<file path="src/rtl/seq_pattern_tx.sv">
// Serial bit-pattern transmitter: takes a pattern/len/reps/gap command and
// streams it MSB-first, one bit per bit_en strobe, with optional idle gaps.
module seq_pattern_tx #(
  parameter int   PAT_W      = 5,
  parameter int   LEN_W      = 3,
  parameter int   GAP_W      = 4,
  parameter logic IDLE_LEVEL = 1'b0
) (
  input  logic             clock,
  input  logic             reset,
  input  logic             cmd_valid,
  output logic             cmd_ready,
  input  logic [PAT_W-1:0] cmd_pattern,
  input  logic [LEN_W-1:0] cmd_len,
  input  logic [7:0]       cmd_reps,
  input  logic [GAP_W-1:0] cmd_gap,
  input  logic             bit_en,
  input  logic             abort,
  output logic             dataout,
  output logic             dout_valid,
  output logic             frame_start,
  output logic             busy,
  output logic             done
);

  typedef enum logic [1:0] {S_IDLE, S_SEND, S_GAP} state_t;

  localparam logic [LEN_W-1:0] LEN_MAX = LEN_W'(PAT_W);

  state_t           r_state, w_state_next;
  logic [PAT_W-1:0] r_pat, w_pat_next;
  logic [LEN_W-1:0] r_len, w_len_next;
  logic [GAP_W-1:0] r_gap, w_gap_next;
  logic [LEN_W-1:0] r_idx, w_idx_next;
  logic [7:0]       r_frames, w_frames_next;
  logic [GAP_W-1:0] r_gcnt, w_gcnt_next;
  logic             r_dataout, w_dataout_next;
  logic             r_dout_valid, w_dout_valid_next;
  logic             r_frame_start, w_frame_start_next;
  logic             r_busy, w_busy_next;
  logic             r_done, w_done_next;

  logic [LEN_W-1:0] w_len_eff, w_len_m1, w_rlen_m1, w_idx_m1;
  logic [7:0]       w_reps_eff;
  logic [PAT_W-1:0] w_cmd_sh, w_first_sh, w_next_sh;

  assign w_len_eff  = (cmd_len == '0 || cmd_len > LEN_MAX) ? LEN_MAX : cmd_len;
  assign w_len_m1   = w_len_eff - 1'b1;
  assign w_rlen_m1  = r_len - 1'b1;
  assign w_idx_m1   = r_idx - 1'b1;
  assign w_reps_eff = (cmd_reps == 8'd0) ? 8'd1 : cmd_reps;

  // Variable bit selects done by shifting so any PAT_W/LEN_W pairing stays width-clean.
  assign w_cmd_sh   = cmd_pattern >> w_len_m1;
  assign w_first_sh = r_pat >> w_rlen_m1;
  assign w_next_sh  = r_pat >> w_idx_m1;

  assign cmd_ready   = (r_state == S_IDLE);
  assign dataout     = r_dataout;
  assign dout_valid  = r_dout_valid;
  assign frame_start = r_frame_start;
  assign busy        = r_busy;
  assign done        = r_done;

  always_comb begin
    w_state_next       = r_state;
    w_pat_next         = r_pat;
    w_len_next         = r_len;
    w_gap_next         = r_gap;
    w_idx_next         = r_idx;
    w_frames_next      = r_frames;
    w_gcnt_next        = r_gcnt;
    w_dataout_next     = r_dataout;
    w_dout_valid_next  = r_dout_valid;
    w_frame_start_next = 1'b0;
    w_busy_next        = r_busy;
    w_done_next        = 1'b0;

    unique case (r_state)
      S_IDLE: begin
        if (cmd_valid) begin
          w_pat_next         = cmd_pattern;
          w_len_next         = w_len_eff;
          w_gap_next         = cmd_gap;
          w_idx_next         = w_len_m1;
          w_frames_next      = w_reps_eff;
          w_dataout_next     = w_cmd_sh[0];
          w_dout_valid_next  = 1'b1;
          w_frame_start_next = 1'b1;
          w_busy_next        = 1'b1;
          w_state_next       = S_SEND;
        end
      end
      S_SEND: begin
        if (bit_en) begin
          if (r_idx != '0) begin
            w_idx_next     = w_idx_m1;
            w_dataout_next = w_next_sh[0];
          end else if (r_frames > 8'd1) begin
            w_frames_next = r_frames - 8'd1;
            if (r_gap != '0) begin
              w_state_next      = S_GAP;
              w_dataout_next    = IDLE_LEVEL;
              w_dout_valid_next = 1'b0;
              w_gcnt_next       = r_gap;
            end else begin
              w_idx_next         = w_rlen_m1;
              w_dataout_next     = w_first_sh[0];
              w_frame_start_next = 1'b1;
            end
          end else begin
            w_state_next      = S_IDLE;
            w_busy_next       = 1'b0;
            w_dout_valid_next = 1'b0;
            w_dataout_next    = IDLE_LEVEL;
            w_done_next       = 1'b1;
          end
        end
      end
      S_GAP: begin
        if (bit_en) begin
          if (r_gcnt == GAP_W'(1)) begin
            w_state_next       = S_SEND;
            w_idx_next         = w_rlen_m1;
            w_dataout_next     = w_first_sh[0];
            w_frame_start_next = 1'b1;
            w_dout_valid_next  = 1'b1;
          end
          w_gcnt_next = r_gcnt - 1'b1;
        end
      end
      default: w_state_next = S_IDLE;
    endcase

    // Cancel wins over everything while a transfer is running; no done pulse.
    if (abort && r_busy) begin
      w_state_next       = S_IDLE;
      w_dataout_next     = IDLE_LEVEL;
      w_dout_valid_next  = 1'b0;
      w_frame_start_next = 1'b0;
      w_busy_next        = 1'b0;
      w_done_next        = 1'b0;
    end
  end

  always_ff @(posedge clock) begin
    if (reset) begin
      r_state       <= S_IDLE;
      r_pat         <= '0;
      r_len         <= '0;
      r_gap         <= '0;
      r_idx         <= '0;
      r_frames      <= '0;
      r_gcnt        <= '0;
      r_dataout     <= IDLE_LEVEL;
      r_dout_valid  <= 1'b0;
      r_frame_start <= 1'b0;
      r_busy        <= 1'b0;
      r_done        <= 1'b0;
    end else begin
      r_state       <= w_state_next;
      r_pat         <= w_pat_next;
      r_len         <= w_len_next;
      r_gap         <= w_gap_next;
      r_idx         <= w_idx_next;
      r_frames      <= w_frames_next;
      r_gcnt        <= w_gcnt_next;
      r_dataout     <= w_dataout_next;
      r_dout_valid  <= w_dout_valid_next;
      r_frame_start <= w_frame_start_next;
      r_busy        <= w_busy_next;
      r_done        <= w_done_next;
    end
  end

endmodule

</file>
<file path="config.mk">
export PLATFORM = sky130hd
export DESIGN_NAME = seq_pattern_tx
export DESIGN_NICKNAME = d
export VERILOG_FILES = /design/src/rtl/seq_pattern_tx.sv
export SDC_FILE = /design/constraint.sdc
export NUM_CORES = 1
export LEC_CHECK = 0
export ABC_AREA = 1
export BUFFER_PORTS_ARGS = -buffer_cell sky130_fd_sc_hd__buf_2
export CELL_PAD_IN_SITES_DETAIL_PLACEMENT = 1
export CELL_PAD_IN_SITES_GLOBAL_PLACEMENT = 2
export CORE_UTILIZATION = 31
export DETAILED_ROUTE_END_ITERATION = 8
export GPL_ROUTABILITY_DRIVEN = 0
export PLACE_DENSITY = 0.81
export SLEW_MARGIN = 40
export SYNTH_ARGS = -nofsm -noshare
export SYNTH_HDL_FRONTEND = slang
export SYNTH_SLANG_ARGS = --single-unit
</file>
<file path="constraint.sdc">
create_clock -name clock -period 2 [get_ports clock]
set_clock_uncertainty 0.05 [all_clocks]
set_input_delay 0.5 -clock clock [delete_from_list [all_inputs] [get_ports clock]]
set_output_delay 0.5 -clock clock [all_outputs]
set_load 0.01 [all_outputs]
</file>
# == Yosys cells after proc, flatten, opt, wreduce, memory -nomap -nowiden ==
# Index checks and enable logic that the tools add are counted.
# word_totals
reg_bits,34
inputBits,25
# classes
addsub,5
magnitude_cmp,2
n_eq_ne,14
shifts,3
n_mux,58
bitwise_logic,2
reduce_logical,20
# ops
cell,count
two-way mux 8 bit,5
two-way mux 1 bit,25
two-way mux 3 bit,8
two-way mux 4 bit,5
inequality test 2 bit (second input constant),8
case mux 8 bit (2 select lines),1
AND reduction 5 bit,3
right shift 5 x 3 -> 1 bit,3
two-way mux 2 bit,7
AND reduction 7 bit,2
AND reduction 6 bit,2
inequality test 3 bit (second input constant),3
case mux 1 bit (3 select lines),3
case mux 3 bit (3 select lines),1
subtractor 3 x 1 -> 3 bit (second input constant),3
> comparator 8 x 1 -> 1 bit (second input constant),1
zero test 8 bit,1
case mux 4 bit (2 select lines),1
subtractor 8 x 1 -> 8 bit (second input constant),1
case mux 2 bit (3 select lines),1
nonzero test 3 bit,2
OR reduction 5 bit,1
equality test 4 x 1 -> 1 bit (second input constant),1
nonzero test 2 bit,2
13 further kinds,14

# == Logic depth before layout (Yosys ltp) ==
# Gate-level depths: netlist of run 1.
# depth
word_depth,7
mapped_depth,12
depth_no_buf,12

# == Worst setup path before layout of run 1 ==
# Ideal clock, no wire load.
# synth_timing
path_kind,input to register
from,input port cmd_len[1]
to,"register r_dataout, in the netlist dataout"
arrival_time_ns,1.528
path_slack_ns,0.306
stages,11
n_path_buf,0
cell_sequence,nor2_1 nand2_1 nand3_1 inv_1 ha_1 xnor2_1 nor2_1 nor2_1 nand2_1 nand2_1 a21oi_1
# synth_between
elab_chain_len,7
word_cells_on_any_way,8
classes_between,add/sub: 1; order compare: 1; shift: 1; mux: 3; reduce/logical: 2
# synth_rtl
element,line,source
start: declaration,14,"input logic [LEN_W-1:0] cmd_len,"
> comparator 3 bit or zero test 3 bit (tied branches),47,assign w_len_eff = (cmd_len == '0 || cmd_len > LEN_MAX) ? LEN_MAX : cmd_len;
logical OR 1 bit,47,
two-way mux 3 bit (*),47,
subtractor 3 x 1 -> 3 bit (*),48,assign w_len_m1 = w_len_eff - 1'b1;
right shift 5 x 3 -> 1 bit (*),54,assign w_cmd_sh = cmd_pattern >> w_len_m1;
two-way mux 1 bit (*),81,if (cmd_valid) begin
case mux 1 bit (3 select lines) (*),79,unique case (r_state)
end signal: assignment,168,r_dataout <= w_dataout_next;
end: declaration,37,"logic r_dataout, w_dataout_next;"
# Mark *: on every way between the ends. The rest lies on a longest branch, timed or not. The select of a mux whose other input is x is not followed.
# A chain may end at the register's enable or synchronous reset.

# == Final worst setup path of run 1 ==
# layout_timing
from,register r_len[0]
to,"register r_dataout, in the netlist dataout"
# layout_between
elab_chain_len,7
word_cells_on_any_way,9
classes_between,add/sub: 1; shift: 1; mux: 7
# layout_rtl
element,line,source
start: declaration,32,"logic [LEN_W-1:0] r_len, w_len_next;"
start signal: assignment,163,r_len <= w_len_next;
subtractor 3 x 1 -> 3 bit (*),49,assign w_rlen_m1 = r_len - 1'b1;
right shift 5 x 3 -> 1 bit (*),55,assign w_first_sh = r_pat >> w_rlen_m1;
two-way mux 1 bit,101,if (r_gap != '0) begin
two-way mux 1 bit,99,end else if (r_frames > 8'd1) begin
two-way mux 1 bit,96,if (r_idx != '0) begin
two-way mux 1 bit,95,if (bit_en) begin
case mux 1 bit (3 select lines) (*),79,
# Marks and branches as above.

==> results_dict.tcl, run 1 <==
set metrics [dict create \
    status "finished clean" \
    port_buffers 30 \
    min_path_type "reg2reg" \
    clk_transition_reported_paths_ps 80 \
    finalPower_uw 3721 \
    rsz0062_at_grt "true" \
    cts_made_buffers 5 \
    grt_usage_pct 18.37 \
    grt_pass1_vias 2164 \
    max_freq_ghz 0.5472 \
    final.min_clock_period_ps 1827 \
    dieArea_um2 7350 \
    top_layer "met4" \
    io_pins 31 \
    routed_wl_um 6263 \
    dr_wl_met3_um 178 \
    cp-start-kind "register" \
    cp-end-kind "register" \
    h-tree-depth 2 \
    drive_above_1_share_pct 17.11 \
    vias 2239 \
    cts.sinks 34 \
    n_fill_cell 927 \
    crit_slowest_cell "dfxtp_1" \
    synth-main-ff-cell "dfxtp_1" \
    cts_root_buf "clkbuf_8" \
    critPathMaxFanout 5 \
    cts_tree "done" \
    multi_input_area_um2 1275 \
    slew_violations 0 \
    start_util_pct 31.99 \
    insertion_delay_ps 290 \
    core_um2 6794 \
    antenna-diode-count 0 \
    synth_cells 339 \
    required_ps 2170 \
    syn2layout_area_growth_pct 19.75 \
    remaining_drc_errors 0 \
    dpl.hpwl_um 5126 \
    ys_top_cells_by_count "nand2_1, inv_1, a21oi_1" \
    synth-edff-count 0 \
    synth.top_cell.area_share_pct 31.32 \
    ir_drop_uv 466.4 \
    vias_per_cell 4.704 \
    wl_met2_um 2781 \
    crit_top_cell "nand2_1" \
    ys_ff_latch 34 \
    yosysUniqueCellTypes 28 \
    antenna_found_initial 0 \
    critPathKind "reg2reg" \
    arrival_ps 2000 \
    avgSynthCellArea_um2 6.411 \
    syn-num-nets 376 \
    seq_area_frac_synth_pct 31.32 \
    synth.top_cells.by_area "dfxtp_1, nand2_1, a21oi_1, inv_1, o21ai_0" \
    grt_max_degree 16 \
    synthArstFlopShare_pct 0 \
    holdWs_ps 423.8 \
    max_stage_delay_ps 430 \
    rows 30 \
    cts_hold_buf 0 \
    wl_per_cell_um 13.16 \
    hold_viol 0 \
    powerDensity_nw_per_um2 1430 \
    wl_met1_um 3212 \
    fp.dieW_um 85.73 \
    yosysWarnings 0 \
    cap_violations 0 \
    clockBufferDepth 2 \
    regArea_um2 680.7 \
    tightest_slew_ps 395.8 \
    p_leak_uw 0.001222 \
    yosysTopAreaCell "dfxtp_1" \
    fin_crit_sh_pct 91.37 \
    synth.most_common_cell "nand2_1" \
    max_slew_margin_pct 73.59 \
    grt_pass1_wl_um 10460 \
    fin_nets 416 \
    detail-route-antenna-nets 0 \
    netlist_area_um2 2173 \
    setup_viol 0 \
    first_pass_iters 4 \
    die_h_um 85.73 \
    post-place-ws_ps 54.54 \
    cp_cell_sequence "inv_1, ha_1, nand3b_1, nand2_1, nand2_1, nand2_1, nand2_1, a21oi_1, nand2_1, a21oi_1" \
    grt_overflow_total 0 \
    r2r_slack_ps 170 \
    postLayoutSetupSlackWorst_ps 172.5 \
    drtIter0Drc 78 \
]
-- path summary, 6_finish.rpt --
check | cells past startpoint | to | from
setup reg to reg | 10 | dataout | r_len[0]
setup / recovery | 10 | dataout | r_len[0]
hold / removal | 2 | r_frames[7] | r_frames[7]
hold reg to reg | 2 | r_frames[7] | r_frames[7]
-- sequential cells by signal, indices dropped and copies added, names as in the netlist, 2 cells and up --
name	count
r_len	3
r_frames	8
r_pat	5
r_gcnt	4
r_idx	3
r_state	2
r_gap	4
-- placed cells by master (no fill, tap or decap), types with 2 or more instances in the layout --
master / Yosys / routed
nand4_1: 4 / 4
buf_2: 2 / 30
xnor2_1: 2 / 2
ha_2: 0 / 2
a21oi_1: 39 / 39
xor2_1: 5 / 5
inv_2: 7 / 7
o22ai_1: 2 / 2
ha_1: 12 / 10
inv_1: 48 / 48
o21ai_0: 31 / 31
nor3_1: 2 / 2
dfxtp_1: 34 / 34
nand3_1: 21 / 20
nor2_1: 31 / 31
clkbuf_8: 0 / 6
a21oi_4: 1 / 2
o21ai_1: 8 / 8
nand2_1: 76 / 76
buf_4: 0 / 10
-- cell families (layout without fill, tap and decap cells) --
kind of cell | after synthesis | after routing | synth area share, %
and+or+nand+nor | 141 | 141 | 28.09
AOI/OAI and AO/OA | 83 | 83 | 20.04
buffers and inverters | 62 | 103 | 10.82
DFF | 34 | 34 | 31.32
adders and majority gates | 12 | 12 | 6.908
xor gates and xnor gates | 7 | 7 | 2.821
-- cell type report --
cell class	count	share of cell area, %
clock buffers	6	3.173
well taps	96	4.615
flip-flops and latches	34	26.15
repair buffers	40	8.654
multi-input cells	243	48.99
inverters	55	7.933
clock inverters	2	0.4808
-- power breakdown --
part           internal (µW)  switching (µW)  total (µW)
Combinational            765            1360        2130
Clock                    277             278         555
Sequential               893             145        1040
Total                   1940            1790        3720
-- critical path, delay by kind of cell, from the launching register on --
kind	cells	cell delay (ps)
flip-flops	1	430
buffers and inverters	1	120
AND/OR/NAND/NOR	6	520
adder cells (fa/ha/maj)	1	370
AO/OA/AOI/OAI	2	270
-- stage by stage --
stage	cell area (µm²)	util [%]	setup TNS, ps	instances
3_5_place_dp	2475	36.43	0	466
5_1_grt	2603	38.31	-19.56	476
2_1_floorplan	2173	-	0	339
6_report	2603	38.31	0	476
3_3_place_gp	2475	36.43	0	466
4_1_cts	2570	37.83	0	474
-- metal layers --
| layer | vias to the layer above | global-route usage [%] |
|---|---|---|
| met4 | 0 | 5.000 |
| met2 | 34 | 29.45 |
| met1 | 1021 | 25.21 |
| met3 | 8 | 3.561 |
| li1 | 1176 | - |
| met5 | - | 0 |
-- timing repair --
item / CTS / global route
resized for setup: 0 / 4
buffers inserted: 0 / 2
endpoints found under the setup margin: 0 / 13
Power figures use the tool's default switching activity.
==> run 2, diff against run 1 <==
--- a/config.mk
+++ b/config.mk
@@ -9,10 +9,12 @@
 export BUFFER_PORTS_ARGS = -buffer_cell sky130_fd_sc_hd__buf_2
 export CELL_PAD_IN_SITES_DETAIL_PLACEMENT = 1
 export CELL_PAD_IN_SITES_GLOBAL_PLACEMENT = 2
-export CORE_UTILIZATION = 31
+export CORE_UTILIZATION = 34
+export CTS_BUF_LIST = sky130_fd_sc_hd__clkbuf_8
 export DETAILED_ROUTE_END_ITERATION = 8
 export GPL_ROUTABILITY_DRIVEN = 0
-export PLACE_DENSITY = 0.81
+export PLACE_DENSITY = 0.88
+export RECOVER_POWER = 50
 export SLEW_MARGIN = 40
 export SYNTH_ARGS = -nofsm -noshare
 export SYNTH_HDL_FRONTEND = slang
==> constraint.sdc (replaced) <==
create_clock -name clock -period 2.25 [get_ports clock]
set_clock_uncertainty 0.05 [all_clocks]
set_input_delay 0.5625 -clock clock [delete_from_list [all_inputs] [get_ports clock]]
set_output_delay 0.5625 -clock clock [all_outputs]
set_load 0.01 [all_outputs]
==> run 2 against run 1 <==
Hold slack improved by 3.1 ps. Non-clock buffer count decreased by 7. Via count increased by 0.71%. Count of clock-buffer cells in the layout decreased by 1. Combinational power decreased by 15%. Die area decreased by 8.6%. Sequential power decreased by 11%. Power decreased by 15%. Wire length decreased by 1.9%. Final area decreased by 4.9%. Register-to-register slack improved by 95 ps.
==> results_dict.tcl, run 2 (same netlist as run 1, synthesis figures left out) <==
set metrics [dict create \
    grt_max_degree 16 \
    crit_path_start "r_state[1]" \
    drtIter0Drc 115 \
    cp.depth 9 \
    max_slew_margin_pct 69.45 \
    vias 2255 \
    h-tree-depth 2 \
    tightest_slew_ps 458.2 \
    antenna_found_initial 0 \
    min_from "r_gap[3]" \
    max_stage_delay_ps 370 \
    reg2reg_from "r_state[1]" \
    port_buffers 30 \
    start_util_pct 36.07 \
    max_freq_ghz 0.5045 \
    top_register "r_frames" \
    syn2layout_area_growth_pct 13.93 \
    routed_wl_um 6145 \
    clockBufferDepth 2 \
    arrival_ps 2160 \
    hold_viol 0 \
    dpl.hpwl_um 4868 \
    cts_hold_buf 0 \
    detail-route-antenna-nets 0 \
    powerDensity_nw_per_um2 1278 \
    holdWs_ps 426.9 \
    path_delay_family "simple AND/OR/NAND/NOR gates" \
    grt_pass1_vias 2215 \
    r2r_slack_ps 270 \
    cap_violations 0 \
    vias_per_cell 5.045 \
    largestRegisters "r_frames x8, r_pat x5" \
    cts_tree "done" \
    final.min_clock_period_ps 1982 \
    ctsResizeCount 0 \
    io_pins 31 \
    status "finished clean" \
    clk_transition_reported_paths_ps 70 \
    drive_above_1_share_pct 12.10 \
    p_leak_uw 0.001159 \
    instances_no_fill 447 \
    core_um2 6026 \
    largest_reg_flops 8 \
    crit_slowest_cell "dfxtp_1" \
    antenna-diode-count 0 \
    ir_drop_uv 453.2 \
    rsz0062_at_grt "false" \
    cp-end-kind "register" \
    wl_per_cell_um 13.75 \
    fp.dieW_um 81.95 \
    cts_made_buffers 5 \
    insertion_delay_ps 300 \
    first_pass_iters 4 \
    remaining_drc_errors 0 \
    whs_path_depth 2 \
    final_util_pct 41.09 \
    r2r_cells 9 \
    required_ps 2420 \
    min_path_type "reg2reg" \
    grt_pass1_wl_um 10350 \
    grt_overflow_total 0 \
    final_cell_mix "nand2_1, inv_1, a21oi_1" \
    grt_usage_pct 20.39 \
    fin_crit_sh_pct 88.10 \
    cts.sinks 34 \
    cp-start-kind "register" \
    die_h_um 81.95 \
    cts_setup_buffers 0 \
    cp_cell_sequence "inv_1, ha_1, inv_2, a21oi_4, nor2_2, nand3_1, nor2_1, o21ai_1, a21oi_1" \
    slew_violations 0 \
    placed_cells 440 \
    setup_viol 0 \
    cts_root_buf "clkbuf_8" \
    finalPower_uw 3164 \
    critPathKind "reg2reg" \
    layout_commonest_cell "nand2_1" \
    rows 28 \
    critPathMaxFanout 13 \
    fin_tns_setup_ps 0 \
    cp_num_buf_inv 2 \
    fin_nets 409 \
    dieArea_um2 6716 \
]
## run 2: changes by cell type in the layout (fill, tap and decap cells not counted), sizes merged
cell      previous run  this run
buf                 40        26
inv                 55        57
clkinvlp             1         0
clkbuf               6        12
clkinv               1         0
## run 2: tightest hold or removal path, delay by kind of cell, from the launching register on
kind	cells	cell delay, ps
AO/OA/AOI/OAI	1	60
buffers and inverters	1	60
flip-flops	1	310
## run 2: final timing paths
| check | endpoint |
|---|---|
| worst max-delay path | dout_valid |
| worst min-delay path | r_gap[3] |
| worst max register to register | dout_valid |
| worst min register to register | r_gap[3] |
## run 2: metal layers
layer / track usage (%) / up-vias / part of all wire, %
li1: - / 1159 / -
met1: 27.16 / 1057 / 51
met2: 33.47 / 32 / 46
met3: 3.222 / 7 / 2.6
met4: 6.140 / 0 / 0.96
met5: 0 / - / 0
## run 2: area by class of cell
| class | count | area [µm²] |
|---|---|---|
| multi-input cells | 243 | 1257 |
| inverters | 55 | 206.4 |
| flip-flops and latches | 34 | 680.7 |
| clock buffers | 5 | 68.82 |
| fillers | 823 | 3550 |
| repair buffers | 33 | 161.4 |
| clock inverters | 2 | 7.507 |
| well taps | 75 | 93.84 |
## run 2: per-stage QoR
| step | cell area, µm² | setup slack, ps |
|---|---|---|
| after floorplan | 2173 | 493.8 |
| after global placement | 2411 | 256.7 |
| after detailed placement | 2411 | 151.7 |
| after CTS | 2487 | 234.6 |
| after global routing | 2476 | 59.51 |
| final | 2476 | 267.8 |
## run 2: where the power goes
group	switching [µW]	internal, µW
Sequential	130	794
Combinational	1190	607
Clock	236	204
Total	1560	1610
==> run 3, diff against run 2 <==
--- a/config.mk
+++ b/config.mk
@@ -9,11 +9,11 @@
 export BUFFER_PORTS_ARGS = -buffer_cell sky130_fd_sc_hd__buf_2
 export CELL_PAD_IN_SITES_DETAIL_PLACEMENT = 1
 export CELL_PAD_IN_SITES_GLOBAL_PLACEMENT = 2
-export CORE_UTILIZATION = 34
+export CORE_UTILIZATION = 32
 export CTS_BUF_LIST = sky130_fd_sc_hd__clkbuf_8
 export DETAILED_ROUTE_END_ITERATION = 8
 export GPL_ROUTABILITY_DRIVEN = 0
-export PLACE_DENSITY = 0.88
+export PLACE_DENSITY = 0.83
 export RECOVER_POWER = 50
 export SLEW_MARGIN = 40
 export SYNTH_ARGS = -nofsm -noshare
==> constraint.sdc (replaced) <==
create_clock -name clock -period 2.2 [get_ports clock]
set_clock_uncertainty 0.05 [all_clocks]
set_input_delay 0.55 -clock clock [delete_from_list [all_inputs] [get_ports clock]]
set_output_delay 0.55 -clock clock [all_outputs]
set_load 0.01 [all_outputs]
==> run 3 against run 2 <==
Setup slack worse by 55 ps. Die area up 6.1%. Non-clock buffer count up 2. Final cell count up 0.89%. Critical endpoint is now r_frames[0].
==> results_dict.tcl, run 3 (same netlist as run 1, synthesis figures left out) <==
set metrics [dict create \
    status "finished clean" \
    grt_pass1_wl_um 10620 \
    first_pass_iters 4 \
    fin_nets 411 \
    final_util_pct 38.61 \
    tightest_slew_ps 495.4 \
    fin_crit_sh_pct 90.35 \
    grt_pass1_vias 2262 \
    layout_commonest_cell "nand2_1" \
    n_fill_cell 885 \
    r2r_cells 10 \
    cp-start-kind "register" \
    ctsResizeCount 0 \
    cts_root_buf "clkbuf_8" \
    cp-end-kind "register" \
    detail-route-antenna-nets 0 \
    drtIter0Drc 85 \
    clk_transition_reported_paths_ps 70 \
    powerDensity_nw_per_um2 1295 \
    clockBufferDepth 2 \
    grt_usage_pct 18.78 \
    crit_slowest_cell "dfxtp_1" \
    syn2layout_area_growth_pct 14.74 \
    placed_cells 444 \
    final.min_clock_period_ps 1988 \
    setup_viol 0 \
    dpl.hpwl_um 4949 \
    critPathKind "reg2reg" \
    antenna_found_initial 0 \
    cts_tree "done" \
    h-tree-depth 2 \
    vias 2237 \
    instances_no_fill 451 \
    insertion_delay_ps 280 \
    slew_violations 0 \
    wl_per_cell_um 13.55 \
    placed_cell_area_um2 2429 \
    cts_setup_buffers 0 \
    dieArea_um2 7125 \
    hold_viol 0 \
    largest_reg_flops 8 \
    r2r_slack_ps 210 \
    die_h_um 84.41 \
    design_area_um2 2494 \
    start_util_pct 33.65 \
    critPathMaxFanout 11 \
    cap_violations 0 \
    max_slew_margin_pct 66.98 \
    grt_overflow_total 0 \
    multi_input_area_um2 1257 \
    whs_path_depth 2 \
    min_path_type "reg2reg" \
    largestRegisters "r_frames x8, r_pat x5" \
    max_freq_ghz 0.5031 \
    rsz0062_at_grt "false" \
    fin_tns_setup_ps 0 \
    arrival_ps 2130 \
    finalPower_uw 3228 \
    cts_made_buffers 5 \
    max_stage_delay_ps 360 \
    p_leak_uw 0.001169 \
    cts.sinks 34 \
    regArea_um2 680.7 \
    final_cell_mix "nand2_1, inv_1, a21oi_1" \
    routed_wl_um 6112 \
    top_register "r_frames" \
    drive_above_1_share_pct 12.30 \
    io_pins 31 \
    fp.dieW_um 84.41 \
    port_buffers 30 \
    required_ps 2340 \
    vias_per_cell 4.960 \
    ir_drop_uv 504.8 \
    rows 29 \
    cp_cell_sequence "inv_1, ha_1, inv_1, buf_4, nand2_1, nand2_1, nand2_4, inv_2, nor2_1, a211oi_1" \
    cts_hold_buf 0 \
    remaining_drc_errors 0 \
    antenna-diode-count 0 \
    grt_max_degree 16 \
    core_um2 6459 \
]
[run 3: cell type report]
cell class	instances	area share (%)
flip-flops and latches	34	27.30
multi-input cells	243	50.43
well taps	77	3.864
inverters	55	8.279
clock buffers	5	2.760
clock inverters	2	0.3011
repair buffers	35	7.075
[run 3: per-stage QoR]
step | hold WS, ps | setup WS (ps)
after floorplan | 393.1 | 456.3
after global placement | 406.0 | 223.3
after detailed placement | 409.2 | 156.3
after CTS | 419.8 | 242.9
after global routing | 453.8 | 25.51
final | 418.5 | 212.4
[run 3: worst paths after layout]
check	start	to
max	r_state[1]	r_frames[0]
min reg2reg	r_frames[7]	r_frames[7]
min	r_frames[7]	r_frames[7]
max reg2reg	r_state[1]	r_frames[0]
[run 3: per-layer routing]
metal	track usage [%]	up-vias	wire, µm
met2	31.22	24	2852
met1	24.97	1039	3019
met4	6.471	0	119
met5	0	-	0
li1	-	1164	-
met3	2.753	10	121
[run 3: power breakdown]
part           internal (µW)  switching (µW)  total [µW]  leakage [µW]
combinational            634            1210        1850      0.000842
sequential               813             137         950      0.000280
clock                    209             222         431     0.0000466
[run 3: critical path, delay by kind of cell, from the launching register on]
kind / cells / cell delay (ps)
buf+inv: 4 / 640
simple gates: 4 / 360
flops: 1 / 360
fa+ha+maj: 1 / 300
compound gates: 1 / 180
